## src/rtl/prefix_adder_pipe.sv

```systemverilog
// Pipelined Kogge-Stone adder/subtractor with a valid/ready handshake and full backpressure.
// The carry-in rides as an extra prefix element below bit 0, so carries come out of the tree directly.
module prefix_adder_pipe #(
    parameter int unsigned WIDTH      = 32,
    parameter int unsigned PIPE_EVERY = 1,
    parameter int unsigned TAG_W      = 4
) (
    input  logic             clk,
    input  logic             rst,
    input  logic             in_valid,
    output logic             in_ready,
    input  logic [WIDTH-1:0] in_a,
    input  logic [WIDTH-1:0] in_b,
    input  logic             in_cin,
    input  logic             in_sub,
    input  logic [TAG_W-1:0] in_tag,
    output logic             out_valid,
    input  logic             out_ready,
    output logic [WIDTH-1:0] out_sum,
    output logic             out_cout,
    output logic             out_ovf,
    output logic [TAG_W-1:0] out_tag
);

    localparam int unsigned LEVELS = $clog2(WIDTH);
    localparam int unsigned NSTG   = (LEVELS + PIPE_EVERY - 1) / PIPE_EVERY;
    localparam int unsigned N      = WIDTH + 1;

    // Apply the prefix levels [first, first+PIPE_EVERY) of the tree; returns {g, p}.
    function automatic logic [2*N-1:0] ks_levels(input logic [N-1:0] g_in,
                                                 input logic [N-1:0] p_in,
                                                 input int unsigned  first);
        logic [N-1:0] g;
        logic [N-1:0] p;
        logic [N-1:0] g_nx;
        logic [N-1:0] p_nx;
        g = g_in;
        p = p_in;
        for (int unsigned l = 0; l < LEVELS; l++) begin
            if (l >= first && l < first + PIPE_EVERY) begin
                g_nx = g;
                p_nx = p;
                for (int unsigned j = (32'd1 << l); j < N; j++) begin
                    g_nx[j] = g[j] | (p[j] & g[j - (32'd1 << l)]);
                    p_nx[j] = p[j] & p[j - (32'd1 << l)];
                end
                g = g_nx;
                p = p_nx;
            end
        end
        return {g, p};
    endfunction

    logic             stall;
    logic [WIDTH-1:0] b_eff;
    logic             c0;

    logic [N-1:0]     stg_g   [NSTG];
    logic [N-1:0]     stg_p   [NSTG];
    logic [WIDTH-1:0] stg_pp  [NSTG];
    logic [TAG_W-1:0] stg_tag [NSTG];
    logic [NSTG-1:0]  stg_v;

    logic [N-1:0]     nx_g [NSTG];
    logic [N-1:0]     nx_p [NSTG];
    logic [N-1:0]     g_all;
    logic [WIDTH-1:0] sum_nx;
    logic             cout_nx;
    logic             ovf_nx;

    assign stall    = out_valid & ~out_ready;
    assign in_ready = ~stall;
    assign b_eff    = in_sub ? ~in_b : in_b;
    assign c0       = in_sub | in_cin;

    // Prefix levels owned by each stage, evaluated on that stage's register contents.
    always_comb begin
        for (int unsigned s = 0; s < NSTG; s++) begin
            {nx_g[s], nx_p[s]} = ks_levels(stg_g[s], stg_p[s], s * PIPE_EVERY);
        end
    end

    // Top element spans bits W-1..0 only; one more combine pulls in the carry-in at element 0.
    always_comb begin
        g_all   = nx_g[NSTG-1] | (nx_p[NSTG-1] & {N{nx_g[NSTG-1][0]}});
        sum_nx  = stg_pp[NSTG-1] ^ g_all[WIDTH-1:0];
        cout_nx = g_all[WIDTH];
        ovf_nx  = g_all[WIDTH-1] ^ g_all[WIDTH];
    end

    // Datapath registers: no reset needed, validity is tracked separately.
    always_ff @(posedge clk) begin
        if (!stall) begin
            stg_g[0]   <= {in_a & b_eff, c0};
            stg_p[0]   <= {in_a ^ b_eff, 1'b0};
            stg_pp[0]  <= in_a ^ b_eff;
            stg_tag[0] <= in_tag;
            for (int unsigned s = 1; s < NSTG; s++) begin
                stg_g[s]   <= nx_g[s-1];
                stg_p[s]   <= nx_p[s-1];
                stg_pp[s]  <= stg_pp[s-1];
                stg_tag[s] <= stg_tag[s-1];
            end
        end
    end

    always_ff @(posedge clk) begin
        if (rst) begin
            stg_v     <= '0;
            out_valid <= 1'b0;
            out_sum   <= '0;
            out_cout  <= 1'b0;
            out_ovf   <= 1'b0;
            out_tag   <= '0;
        end else if (!stall) begin
            stg_v[0] <= in_valid;
            for (int unsigned s = 1; s < NSTG; s++) begin
                stg_v[s] <= stg_v[s-1];
            end
            out_valid <= stg_v[NSTG-1];
            out_sum   <= sum_nx;
            out_cout  <= cout_nx;
            out_ovf   <= ovf_nx;
            out_tag   <= stg_tag[NSTG-1];
        end
    end

endmodule

```

## config.mk

```make
export PLATFORM = sky130hd
export DESIGN_NAME = prefix_adder_pipe
export DESIGN_NICKNAME = d
export VERILOG_FILES = /design/src/rtl/prefix_adder_pipe.sv
export SDC_FILE = /design/constraint.sdc
export NUM_CORES = 1
export LEC_CHECK = 0
export ABC_AREA = 1
export ABC_CLOCK_PERIOD_IN_PS = 4200
export CORE_AREA = 5 5 271 141
export DETAILED_ROUTE_END_ITERATION = 8
export DIE_AREA = 0 0 276 146
export PLACE_DENSITY_LB_ADDON = 0.25
export SKIP_LAST_GASP = 1
export SYNTH_ARGS = -nofsm -noshare
export SYNTH_HDL_FRONTEND = slang
export SYNTH_SLANG_ARGS = --single-unit
```

## constraint.sdc

```tcl
create_clock -name clk -period 4.2 [get_ports clk]
set_clock_uncertainty 0.1 [all_clocks]
set_input_delay 0.84 -clock clk [delete_from_list [all_inputs] [get_ports clk]]
set_output_delay 0.84 -clock clk [all_outputs]
set_load 0.005 [all_outputs]
```

Yosys cells after proc, flatten, opt, wreduce, memory -nomap -nowiden --
Memory sizes are Yosys's and may differ from the RTL's. A register that Yosys moved wholly into a read port is not among the register bits. Index checks and enable logic that the tools add are counted.
Word-level totals: input port bits 74, output and inout bits 40, memory bits (writable) 510, word-level logic and storage cells 425, flip-flop bits (word level) 40, memories kept 4
Operators by class: mux-type cells 2, reduce and logical (&&, ||, !) cells 1, bitwise operators 413
Memory list:
- stg_g | depth 5, width 33, rd ports 5, clocked after memory_dff 0, write ports 5, RTL line 58 | logic [N-1:0] stg_g [NSTG];
- stg_p | depth 5, width 33, rd ports 5, clocked after memory_dff 0, write ports 5, RTL line 59 | logic [N-1:0] stg_p [NSTG];
- stg_pp | depth 5, width 32, rd ports 5, clocked after memory_dff 0, write ports 5, RTL line 60 | logic [WIDTH-1:0] stg_pp [NSTG];
- stg_tag | depth 5, width 4, rd ports 5, clocked after memory_dff 1, write ports 5, RTL line 61 | logic [TAG_W-1:0] stg_tag [NSTG];
Operators by type and width (count):
- AND 1 bit | 269
- bitwise OR 1 bit | 135
- bitwise XOR 32 bit | 2
- AND 33 bit | 1
- bitwise OR 33 bit | 1
- AND 32 bit | 1
- two-way mux 32 bit | 1
- inverter 32 bit | 1
- inverter 1 bit | 2
- zero test 1 bit | 1
- two-way mux 1 bit | 1
- bitwise XOR 1 bit | 1

Depth between registers and ports, before layout --
depth after elaboration 4, gate-level depth with buffers 8, mapped depth without buffers 7

Least setup slack after synthesis --
No wires, ideal clock.
path type in2out, start point input out_ready, end point output in_ready, stages on the path 4, data required time 3.260 ns, path buffers 2, setup slack -0.005 ns, data arrival time 3.265 ns, path through inv_1 nand2_2 buf_2 buf_6
Between the ends: word-level cells in the longest chain between the ends 3
RTL lines:
- start: declaration | RTL line 18 | input logic out_ready,
- inverter 1 bit | RTL line 71 | assign stall = out_valid & ~out_ready;
- AND 1 bit | RTL line 71
- inverter 1 bit | RTL line 72 | assign in_ready = ~stall;
- end: declaration | RTL line 11 | output logic in_ready,
No other way between the ends.

Final worst setup path --
Same ends and word-level chain as after synthesis.

==> flow_summary.toml <==
[run_status]
outcome = "complete, no violations"

[worst_setup_path]
crit_path_max_fanout = 14
reg2reg_to = "stg_g[0][11]$_DFFE_PN_"
crit_path_end_kind = "output port"
crit_type = "primary input to output port"
timing.rr.start = "out_valid$_SDFFE_PP0N_"
r2r_slack_ns = 2.21
start_kind = "primary input"
worstPathRequired_ns = 3.26
r2r_cells = 2
cp.arrival_ns = 2.19

[placed_design]
port_buffers = 113
dpl_cell_area_mm2 = 0.0199
gp_congestion = 0.784
dp_slack_ns = 1.06
placed_cells = 1902
dp_hpwl_mm = 20.7

[finish]
areaGrowthSynthToFinish_pct = 17.0
diodes = 0
n_fill_cell = 2776
fin_area_mm2 = 0.0213
multiInputGateArea_mm2 = 0.00294
regArea_mm2 = 0.0143
final_cells = 1980
fin_nets = 1569
drive_above_1_share_pct = 4.75

[floorplan]
dieArea_mm2 = 0.0403
dieHeight_um = 146
rows = 49
initial_core_util_pct = 51.5
coreArea_mm2 = 0.0354
fp.dieW_um = 276
io_pins = 114

[pwr]
seqPwrFrac_pct = 58.4
sw_frac_of_total_pct = 22.5
cellLeakagePower_uw = 0.00971
peakVddDrop_mv = 0.306
comb_power_share_pct = 7.5
switchingPower_uw = 2580
powerDensity_mw_per_mm2 = 537
power.internal_uw = 8890
clkPwrFrac_pct = 34.2

[synth]
avgSynthCellArea_um2 = 13.9
synth-compound-area-share_pct = 3.52
yosysWarnings = 0
synth-adder-area-share_pct = 2.19
synthCells = 1317
seq_area_frac_synth_pct = 78.4
synthesis.area_mm2 = 0.0183
synth_xor_area_share_pct = 2.30
syn_nets = 1423
synth_cell_type_count = 20
ys_ff_latch = 491
synth_top_family_by_area = "simple AND/OR/NAND/NOR gates"
yosys.area_share.simple_pct = 8.04
muxShareOfSynthArea_pct = 0

[clocking]
cts_tree = "done"
postCtsSetupBuffers = 0
insertion_delay_ns = 0.55
cts-resized-gates = 0
cts_buffers = 43
cts_buffer_depth = 3
clock-sinks = 491
cts-root-buf = "clkbuf_16"
hold_buffers = 0
cts.clk_slew.worst_paths_ns = 0.07
cts_htree_levels = 2

[sta]
relSlewSlack_pct = 26.0
slew_viol_final = 0
fmax_ghz = 0.319
setup_slack_ns = 1.07
rsz0062_at_grt = "false"
worst_pin_slew_ns = 1.11
setup_tns_ns = 0
setup_viol = 0
period_share_pct = 74.6
hold_violations = 0
layout_min_cycle_time_ns = 3.13

[global_route]
antenna_found_initial = 2
grt_pass1_vias = 8992
grt_max_degree = 195
grt_first_pass_wirelength_mm = 49.2
grtUsageTotal_pct = 15.5
overflow = 0

[detailed_routing]
drt-pass1-iter-count = 4
routed_via_density = 4.71
wl_per_cell_um = 15.6
vias = 9320
drt_iter0_drc = 876
wirelength_mm = 31.0
antenna_left = 0
drc_errors = 0

[job]
max_cap_viol_count = 0

[hold_path]
min_from = "stg_pp[0][90]$_DFFE_PN_"
hp-class = "flop to flop"
hold_end = "stg_pp[0][122]$_DFFE_PN_"
hold_depth = 0
## Yosys cell counts
library cell | number | area share, %
edfxtp_1 | 447 | 74
ha_1 | 32 | 2.2
nor2_1 | 37 | 0.76
nand2_2 | 1 | 0.034
a21o_1 | 33 | 1.4
xnor2_1 | 16 | 0.77
nand2_1 | 339 | 7.0
dfxtp_1 | 44 | 4.8
o21ai_0 | 40 | 1.1
a21oi_1 | 18 | 0.49
clkbuf_1 | 1 | 0.021
inv_1 | 238 | 4.9
buf_4 | 3 | 0.12
o21bai_1 | 14 | 0.58
buf_2 | 8 | 0.22
or2_2 | 1 | 0.034
buf_6 | 5 | 0.31
or2_1 | 2 | 0.069
xor2_1 | 32 | 1.5
nand3_1 | 6 | 0.16
## metrics by stage
stage / hold slack, ns / total power (µW) / util, %
finish: 0.315 / 11500 / 60.2
global route: 0.323 / 12000 / 60.2
CTS: 0.316 / 11600 / 60.2
detailed placement: 0.305 / 7660 / 56.3
global placement: 0.301 / 7620 / 56.3
floorplan: 0.300 / 7060 / -
## flip-flops by register name, indices dropped and copies added, names as in the netlist, 4 cells and up
name,flops
stg_tag,20
stg_pp,160
stg_p,102
stg_g,165
out_tag,4
stg_v,5
out_sum,32
## worst max path at each step
stage                     to       from
global route        in_ready  out_ready
detailed placement  in_ready  out_ready
CTS                 in_ready  out_ready
finish              in_ready  out_ready
floorplan           in_ready  out_ready
global placement    in_ready  out_ready
## critical path: stages
cell and delay [ns]:
clkdlybuf4s50_1 0.48, inv_1 0.11, nand2_8 0.19, clkdlybuf4s50_1 0.56
## power groups by stage
stage          clock (µW)  combinational [µW]  sequential [µW]
5_1_grt              4250                 984             6780
6_report             3920                 855             6700
3_3_place_gp            0                 838             6780
3_5_place_dp            0                 862             6800
2_1_floorplan           0                 488             6570
4_1_cts              4020                 872             6700
## cells by family after synthesis
family                   Yosys count
flip-flops                       491
AND/OR/NAND/NOR                  386
buffers and inverters            255
AO/OA/AOI/OAI                    105
XOR/XNOR                          48
adder cells (fa/ha/maj)           32
## layout by cell type, fill, tap and decap left out, types with 8 or more instances in the layout
cell type,count
xnor2_1,16
clkbuf_16,45
inv_1,238
nor2_1,37
o21bai_1,14
dfxtp_1,44
clkinv_2,8
a21o_1,33
ha_1,32
xor2_1,32
a21oi_1,18
clkdlybuf4s50_1,112
edfxtp_1,447
nand2_1,339
clkbuf_1,8
o21ai_0,40
## metal layers
layer  vias to the layer above  track usage (%)  wire length [µm]
li1                       4636                -                 -
met1                      4395             25.6             15900
met2                       248             20.7             12200
met3                        41             3.83              2460
met4                         0             3.24               433
met5                         -                0                 0
## final cells by class
type	instances	share of cell area, %
Clock buffer	53	5.42
Clock inverter	25	1.13
Tap cell	484	2.84
Sequential cell	491	67.0
Inverter	238	4.19
Multi-Input combinational cell	571	13.8
Timing Repair Buffer	118	5.63
Power figures use the tool's default switching activity.
